### config.mk
export PLATFORM = sky130hd
export DESIGN_NAME = led_frame_buffer_flat
export DESIGN_NICKNAME = d
export VERILOG_FILES = /design/src/rtl/led_frame_buffer_if.sv /design/src/rtl/led_frame_buffer.sv /design/src/flat_wrapper.sv
export SDC_FILE = /design/constraint.sdc
export NUM_CORES = 2
export LEC_CHECK = 0
export BUFFER_PORTS_ARGS = -buffer_cell sky130_fd_sc_hd__buf_2
export CORE_UTILIZATION = 40
export CTS_CLUSTER_SIZE = 12
export DETAILED_ROUTE_END_ITERATION = 12
export PLACE_DENSITY = 0.61
export SLEW_MARGIN = 15
export SYNTH_ARGS = -nofsm -noshare
export SYNTH_HDL_FRONTEND = slang
export SYNTH_SLANG_ARGS = --single-unit
### constraint.sdc
create_clock -name CLK -period 2.51 [get_ports CLK]
set_clock_uncertainty 0.15 [all_clocks]
set_input_delay 0.1255 -clock CLK [delete_from_list [all_inputs] [get_ports CLK]]
set_output_delay 0.1255 -clock CLK [all_outputs]
set_load 0.05 [all_outputs]
### src/rtl/led_frame_buffer_if.sv
// Row-write / swap request bus from game logic, plus front-buffer pixel and
// row-advance strobe outputs toward the LED matrix driver.
interface led_frame_buffer_if;
    logic              WrEn;
    logic [3:0]        WrRow;
    logic [15:0]       WrRed;
    logic [15:0]       WrGrn;
    logic              SwapReq;
    logic              ClearReq;
    logic              Ready;
    logic              SwapDone;
    logic [15:0][15:0] RedPixels;
    logic [15:0][15:0] GrnPixels;
    logic              EnableCount;

    modport master (
        output WrEn, WrRow, WrRed, WrGrn, SwapReq, ClearReq,
        input  Ready, SwapDone, RedPixels, GrnPixels, EnableCount
    );

    modport slave (
        input  WrEn, WrRow, WrRed, WrGrn, SwapReq, ClearReq,
        output Ready, SwapDone, RedPixels, GrnPixels, EnableCount
    );
endinterface

### src/rtl/led_frame_buffer.sv
// Double-buffered 16x16 red/green frame store; swaps front/back only on the
// last scan tick of a display frame so the driver never shows a torn frame.
module led_frame_buffer #(
    parameter int TICKDIV = 50000,
    parameter int FREQDIV = 0
) (
    input logic               CLK,
    input logic               RST,
    led_frame_buffer_if.slave bus
);

    localparam int TW = (TICKDIV > 1) ? $clog2(TICKDIV) : 1;
    localparam int SW = FREQDIV + 4;

    typedef enum logic [1:0] {IDLE, CLEAR, SWAP_WAIT} state_t;

    state_t            state, state_nxt;
    logic [TW-1:0]     tick_cnt;
    logic [SW-1:0]     scan_cnt;
    logic [3:0]        clr_row;
    logic              front_sel;
    logic              swap_done;
    logic              enable_count;
    logic              frame_end;
    logic              wr_go, clr_go, swap_go;
    logic [15:0][15:0] red_a, grn_a, red_b, grn_b;

    assign enable_count = (tick_cnt == TW'(TICKDIV - 1));
    assign frame_end    = enable_count && (scan_cnt == '1);

    // Prescaler and scan-position tracker; ScanCnt mirrors the driver's row/phase count.
    always_ff @(posedge CLK) begin
        if (!RST) begin
            tick_cnt <= '0;
            scan_cnt <= '0;
        end else begin
            tick_cnt <= enable_count ? '0 : tick_cnt + 1'b1;
            if (enable_count)
                scan_cnt <= scan_cnt + 1'b1;
        end
    end

    always_ff @(posedge CLK) begin
        if (!RST)
            state <= IDLE;
        else
            state <= state_nxt;
    end

    always_comb begin
        state_nxt = state;
        wr_go     = 1'b0;
        clr_go    = 1'b0;
        swap_go   = 1'b0;
        case (state)
            IDLE: begin
                wr_go = bus.WrEn;
                if (bus.ClearReq)
                    state_nxt = CLEAR;
                else if (bus.SwapReq)
                    state_nxt = SWAP_WAIT;
            end
            CLEAR: begin
                clr_go = 1'b1;
                if (clr_row == 4'd15)
                    state_nxt = IDLE;
            end
            SWAP_WAIT: begin
                // Entry edge never counts: frame_end is only examined once we are here.
                if (frame_end) begin
                    swap_go   = 1'b1;
                    state_nxt = IDLE;
                end
            end
            default: state_nxt = IDLE;
        endcase
    end

    always_ff @(posedge CLK) begin
        if (!RST) begin
            red_a     <= '0;
            grn_a     <= '0;
            red_b     <= '0;
            grn_b     <= '0;
            front_sel <= 1'b0;
            clr_row   <= '0;
            swap_done <= 1'b0;
        end else begin
            // Back buffer is A when B is in front, and vice versa.
            if (wr_go) begin
                if (front_sel) begin
                    red_a[bus.WrRow] <= bus.WrRed;
                    grn_a[bus.WrRow] <= bus.WrGrn;
                end else begin
                    red_b[bus.WrRow] <= bus.WrRed;
                    grn_b[bus.WrRow] <= bus.WrGrn;
                end
            end
            if (clr_go) begin
                if (front_sel) begin
                    red_a[clr_row] <= '0;
                    grn_a[clr_row] <= '0;
                end else begin
                    red_b[clr_row] <= '0;
                    grn_b[clr_row] <= '0;
                end
            end
            if (state == IDLE)
                clr_row <= '0;
            else if (clr_go)
                clr_row <= clr_row + 1'b1;
            if (swap_go)
                front_sel <= ~front_sel;
            swap_done <= swap_go;
        end
    end

    assign bus.Ready       = (state == IDLE);
    assign bus.SwapDone    = swap_done;
    assign bus.EnableCount = enable_count;
    assign bus.RedPixels   = front_sel ? red_b : red_a;
    assign bus.GrnPixels   = front_sel ? grn_b : grn_a;

endmodule

### src/flat_wrapper.sv
// flat-port wrapper written by rule: the top's interface ports become plain ports
module led_frame_buffer_flat 
#(
    parameter int TICKDIV = 50000,
    parameter int FREQDIV = 0
)
  (CLK, RST, bus_WrEn, bus_WrRow, bus_WrRed, bus_WrGrn, bus_SwapReq, bus_ClearReq, bus_Ready, bus_SwapDone, bus_RedPixels, bus_GrnPixels, bus_EnableCount);
  led_frame_buffer_if bus_i ();
  input logic CLK;
  input logic RST;
  input wire logic [$bits(bus_i.WrEn)-1:0] bus_WrEn;
  input wire logic [$bits(bus_i.WrRow)-1:0] bus_WrRow;
  input wire logic [$bits(bus_i.WrRed)-1:0] bus_WrRed;
  input wire logic [$bits(bus_i.WrGrn)-1:0] bus_WrGrn;
  input wire logic [$bits(bus_i.SwapReq)-1:0] bus_SwapReq;
  input wire logic [$bits(bus_i.ClearReq)-1:0] bus_ClearReq;
  output wire logic [$bits(bus_i.Ready)-1:0] bus_Ready;
  output wire logic [$bits(bus_i.SwapDone)-1:0] bus_SwapDone;
  output wire logic [$bits(bus_i.RedPixels)-1:0] bus_RedPixels;
  output wire logic [$bits(bus_i.GrnPixels)-1:0] bus_GrnPixels;
  output wire logic [$bits(bus_i.EnableCount)-1:0] bus_EnableCount;
  assign bus_i.WrEn = bus_WrEn;
  assign bus_i.WrRow = bus_WrRow;
  assign bus_i.WrRed = bus_WrRed;
  assign bus_i.WrGrn = bus_WrGrn;
  assign bus_i.SwapReq = bus_SwapReq;
  assign bus_i.ClearReq = bus_ClearReq;
  assign bus_Ready = bus_i.Ready;
  assign bus_SwapDone = bus_i.SwapDone;
  assign bus_RedPixels = bus_i.RedPixels;
  assign bus_GrnPixels = bus_i.GrnPixels;
  assign bus_EnableCount = bus_i.EnableCount;
  led_frame_buffer #(.TICKDIV(TICKDIV), .FREQDIV(FREQDIV)) u_core (.CLK(CLK), .RST(RST), .bus(bus_i));
endmodule
# == Word level (Yosys, flattened, before mapping) ==
# Index checks and enable logic that the tools add are counted.
# classes
eq_ne,8
n_lt_le_gt_ge,4
reduce_logical,7
addsub,3
n_mux,39
bitwise_logic,7
# ops
operator,count
$mux 256,22
$and 256x256->256,4
$bwmux 256,4
$not 256->256,1
$demux 16 s4,2
$mux 16,2
$add 16x1->16 const B,1
$eq 16x16->1 const B,1
$lt 4x5->1 const B,2
$add 4x1->4 const B,2
$eq 4x4->1 const B,2
$ge 4x1->1 const B,2
$mux 2,4
$pmux 2 s3,1
$mux 1,4
$ne 2x1->1 const B,2
$reduce_or 2->1,2
$logic_and 1x1->1,3
$ne 3x3->1 const B,1
$reduce_and 3->1,1
$eq 2x1->1 const B,1
$eq 2x2->1 const B,1
$logic_not 2->1,1
$not 1->1,2
# totals
word_cells,138
out_inout_bits,515
ff_bits,1052

# == Logic depth before layout (Yosys ltp) ==
# depth
word_depth,11
ltp_mapped,8
mapped_depth_nobuf,6

# == Worst setup path before layout ==
# No wires, ideal clock.
# synth_path
kind,register to output
startpoint,register u_core.front_sel
endpoint,output port bus_RedPixels[196]
slack_ns,0.288
arrival_time_ns,1.946
required_ns,2.234
stages_incl_launch_ff,6
cell_sequence,dfxtp_1 > clkbuf_1 > clkbuf_1 > clkbuf_1 > buf_2 > mux2_2
# synth_between
elab_chain_cells,1
# synth_lines
item,line_no,source
"start, declared",led_frame_buffer.sv:21,logic front_sel;
"start signal, assigned",led_frame_buffer.sv:113,front_sel <= ~front_sel;
$mux 256,led_frame_buffer.sv:121,assign bus.RedPixels = front_sel ? red_b : red_a;
"end, declared",flat_wrapper.sv:19,output wire logic [$bits(bus_i.RedPixels)-1:0] bus_RedPixels;
# No other way between the ends.

# == Worst setup path in the final report ==
# layout_path
startpoint,register u_core.front_sel
endpoint,output port bus_GrnPixels[157]
# layout_between
elab_chain_cells,1
# layout_lines
item,line_no,source
$mux 256,led_frame_buffer.sv:122,assign bus.GrnPixels = front_sel ? grn_b : grn_a;
"end, declared",flat_wrapper.sv:20,output wire logic [$bits(bus_i.GrnPixels)-1:0] bus_GrnPixels;
# No other way between the ends.

==> impl_metrics.json <==
{
  "status": "finished, violations left",
  "violations": "design-rule violations, negative setup slack",
  "grt_pass1_wl_mm": 245.0,
  "worstSetupPathType": "reg2out",
  "slew_headroom_pct": 32.87,
  "timing.final.ws_setup_ns": -0.07540,
  "h-tree-depth": 3,
  "worstReg2RegStart": "u_core.front_sel$_SDFFE_PN0P_",
  "cp_max_fo": 9,
  "period_share_pct": 103.0,
  "p_leak_nw": 20.65,
  "final_hold_viol_count": 0,
  "synth.net_count": 5166,
  "die_h_um": 328.1,
  "min_path_cells": 5,
  "core_region_area_sq_um": 105400,
  "max_freq_mhz": 386.8,
  "dr.pass1.iters": 10,
  "rsz0062_at_grt": "true",
  "syn_area_sq_um": 42540,
  "route.detailed.drc": 110,
  "synth_ff_type": "dfxtp_1",
  "numCtsBuffers": 110,
  "synth-edff-count": 0,
  "yosys-top-cells-count": "nand2_1 (1731), dfxtp_1 (1052), a21oi_1 (752), mux2_2 (512), clkbuf_1 (402)",
  "viasPerCell": 5.575,
  "initial_core_util_pct": 40.36,
  "io_buffers": 555,
  "cts.reportedPaths.clkPinSlew_ns": 0.06,
  "netlist_top_cells_area": "dfxtp_1 (50%), nand2_1 (15%), mux2_2 (14%)",
  "ant_nets": 0,
  "async_flop_share_pct": 0,
  "io_pins": 556,
  "max-cap-violations": 0,
  "syn_to_final_growth_pct": 27.94,
  "synthDistinctLibCells": 51,
  "ctsRootBufferMaster": "clkbuf_16",
  "synth_top_area_share_pct": 49.51,
  "drt_iter0_drc": 4170,
  "fillers": 9707,
  "hp-start": "bus_WrEn",
  "drt-wirelength-per-cell_um": 24.60,
  "clkLatencyLatePin_ns": 0.71,
  "startpoint": "u_core.front_sel$_SDFFE_PN0P_",
  "ys_warn_count": 0,
  "yosysTopAreaCell": "dfxtp_1",
  "critPathRequiredTime_ns": 2.23,
  "nets": 5681,
  "cts_tree": "yes",
  "synthCells": 5119,
  "grt_max_degree": 84,
  "startpoint_type": "flip-flop",
  "rows": 119,
  "end_kind": "output port",
  "synth-seq-cells": 1052,
  "p_per_area_nw_per_um2": 644.0,
  "seq_area_frac_synth_pct": 49.51,
  "clock-sinks": 1052,
  "ctsLongestPathBuffers": 3,
  "antenna_found_initial": 2,
  "die_area_sq_um": 107700,
  "vdd_drop_max_v": 0.0006150,
  "yosysMostFrequentCell": "nand2_1",
  "gp_congestion": 0.8607,
  "period_minus_slack_ns": 2.585,
  "drt_wl_total_mm": 174.9,
  "fp.dieW_um": 328.1,
  "hold_path_class": "in2reg",
  "rr_worst_depth": 6,
  "grt_use_total_pct": 30.53,
  "via_count": 39635,
  "drive_above_1_share_pct": 27.83,
  "grt-ovfl-total": 0,
  "finalSetupViolCount": 103,
  "crit_arrival_ns": 2.31,
  "grt_pass1_vias": 35892,
  "avgSynthCellArea_sq_um": 8.310,
  "tightest_slew_ns": 1.007,
  "finalPower_mw": 35.05,
  "drv_slew": 0,
  "fin_tns_setup_ns": -1.988,
  "dp_hpwl_mm": 111.5
}
metal layers:
metal	GRT usage [%]	vias to the layer above	routed length, um
met5	0	-	0
met4	15.39	0	9061
met3	3.563	355	12710
met2	48.04	1978	79500
met1	41.28	19151	73610
li1	-	18151	-
state kept, by name, indices dropped and copies added, names as in the netlist:
name                 count
u_core.red_b           256
u_core.front_sel         1
u_core.state             2
u_core.tick_cnt         16
u_core.clr_row           4
u_core.bus.SwapDone      1
u_core.red_a           256
u_core.grn_b           256
u_core.scan_cnt          4
u_core.grn_a           256
worst max-delay path: stages, from the launching register on:
cell and delay (ns):
dfxtp_4 0.37, buf_12 0.16, buf_16 0.18, bufbuf_16 0.31
mux2_2 0.36, buf_4 0.20
power breakdown:
part           internal, mW  switching, mW
logic                 0.396           1.26
registers              16.8         0.0509
clock network          9.56           6.99
total                  26.7           8.31
stage by stage:
step / setup slack, ns / instance area [sq um] / utilization (%) / instances / hold slack [ns]
floorplan: 0.2884 / 42540 / - / 5119 / 0.1115
global placement: 0.08422 / 47790 / 45.33 / 6812 / 0.2819
detailed placement: 0.06876 / 47790 / 45.33 / 6812 / 0.2834
CTS: -0.1169 / 53170 / 50.44 / 7078 / 0.08746
global route: -0.1108 / 54420 / 51.62 / 7107 / 0.08105
finish: -0.07540 / 54420 / 51.63 / 7110 / 0.07445
final cells by class:
type	instances	area, sq um	share of cell area [%]
Antenna cell	3	7.507	0.01379
Tap cell	1391	1740	3.198
Inverter	86	322.8	0.5931
Multi-Input combinational cell	3511	19960	36.67
Timing Repair Buffer	873	7729	14.20
Clock buffer	164	3186	5.853
Clock inverter	30	417.9	0.7679
Sequential cell	1052	21060	38.70
logic make-up (layout without fill, tap and decap cells):
group,after synthesis,count (layout),share of synthesized area [%]
multiplexers,514,514,13.60
buffers and inverters,556,1153,5.112
adder cells (fa/ha/maj),6,6,0.1765
other,0,3,0
AO/OA/AOI/OAI,1082,1082,13.77
XOR/XNOR,15,15,0.3088
AND/OR/NAND/NOR,1894,1894,17.53
flip-flops,1052,1052,49.51
repair_timing:
| item | in CTS | in global routing |
|---|---|---|
| pin swaps | 0 | 3 |
| cloned | 20 | 19 |
| hold buffers | 39 | 0 |
| endpoints found under the hold margin | 898 | 0 |
| endpoints found under the setup margin | 483 | 822 |
| gates resized for setup | 236 | 272 |
| setup buffers | 13 | 11 |
layout by cell type, fill, tap and decap left out, drive strengths merged, types with 2 or more instances in the layout:
master,Yosys,final
a21oi,755,755
a2bb2o,5,5
a31oi,2,2
and2,2,2
and3,16,16
and4b,2,2
buf,60,809
bufbuf,0,3
bufinv,0,8
clkbuf,410,186
clkinv,2,17
clkinvlp,0,3
dfxtp,1052,1052
diode,0,3
dlygate4sd3,0,39
ha,6,6
inv,84,88
mux2,512,512
mux2i,2,2
nand2,1731,1731
nand2b,5,5
nand3,43,43
nand3b,2,2
nand4,7,7
nor2,30,30
nor2b,7,7
nor3,20,20
nor4,5,5
nor4b,4,4
nor4bb,5,5
o21ai,28,28
o22ai,282,282
o2bb2ai,6,6
o31ai,2,2
or3,7,7
xnor2,12,12
xor2,3,3
final timing paths:
path                                       end  slack (ns)
setup reg to reg  u_core.grn_b[122]$_SDFF_PN0_        0.01
setup / recovery            bus_GrnPixels[157]       -0.08
hold reg to reg   u_core.red_b[230]$_SDFF_PN0_        0.30
hold / removal    u_core.red_b[122]$_SDFF_PN0_        0.07
(Power assumes the default switching activity.)
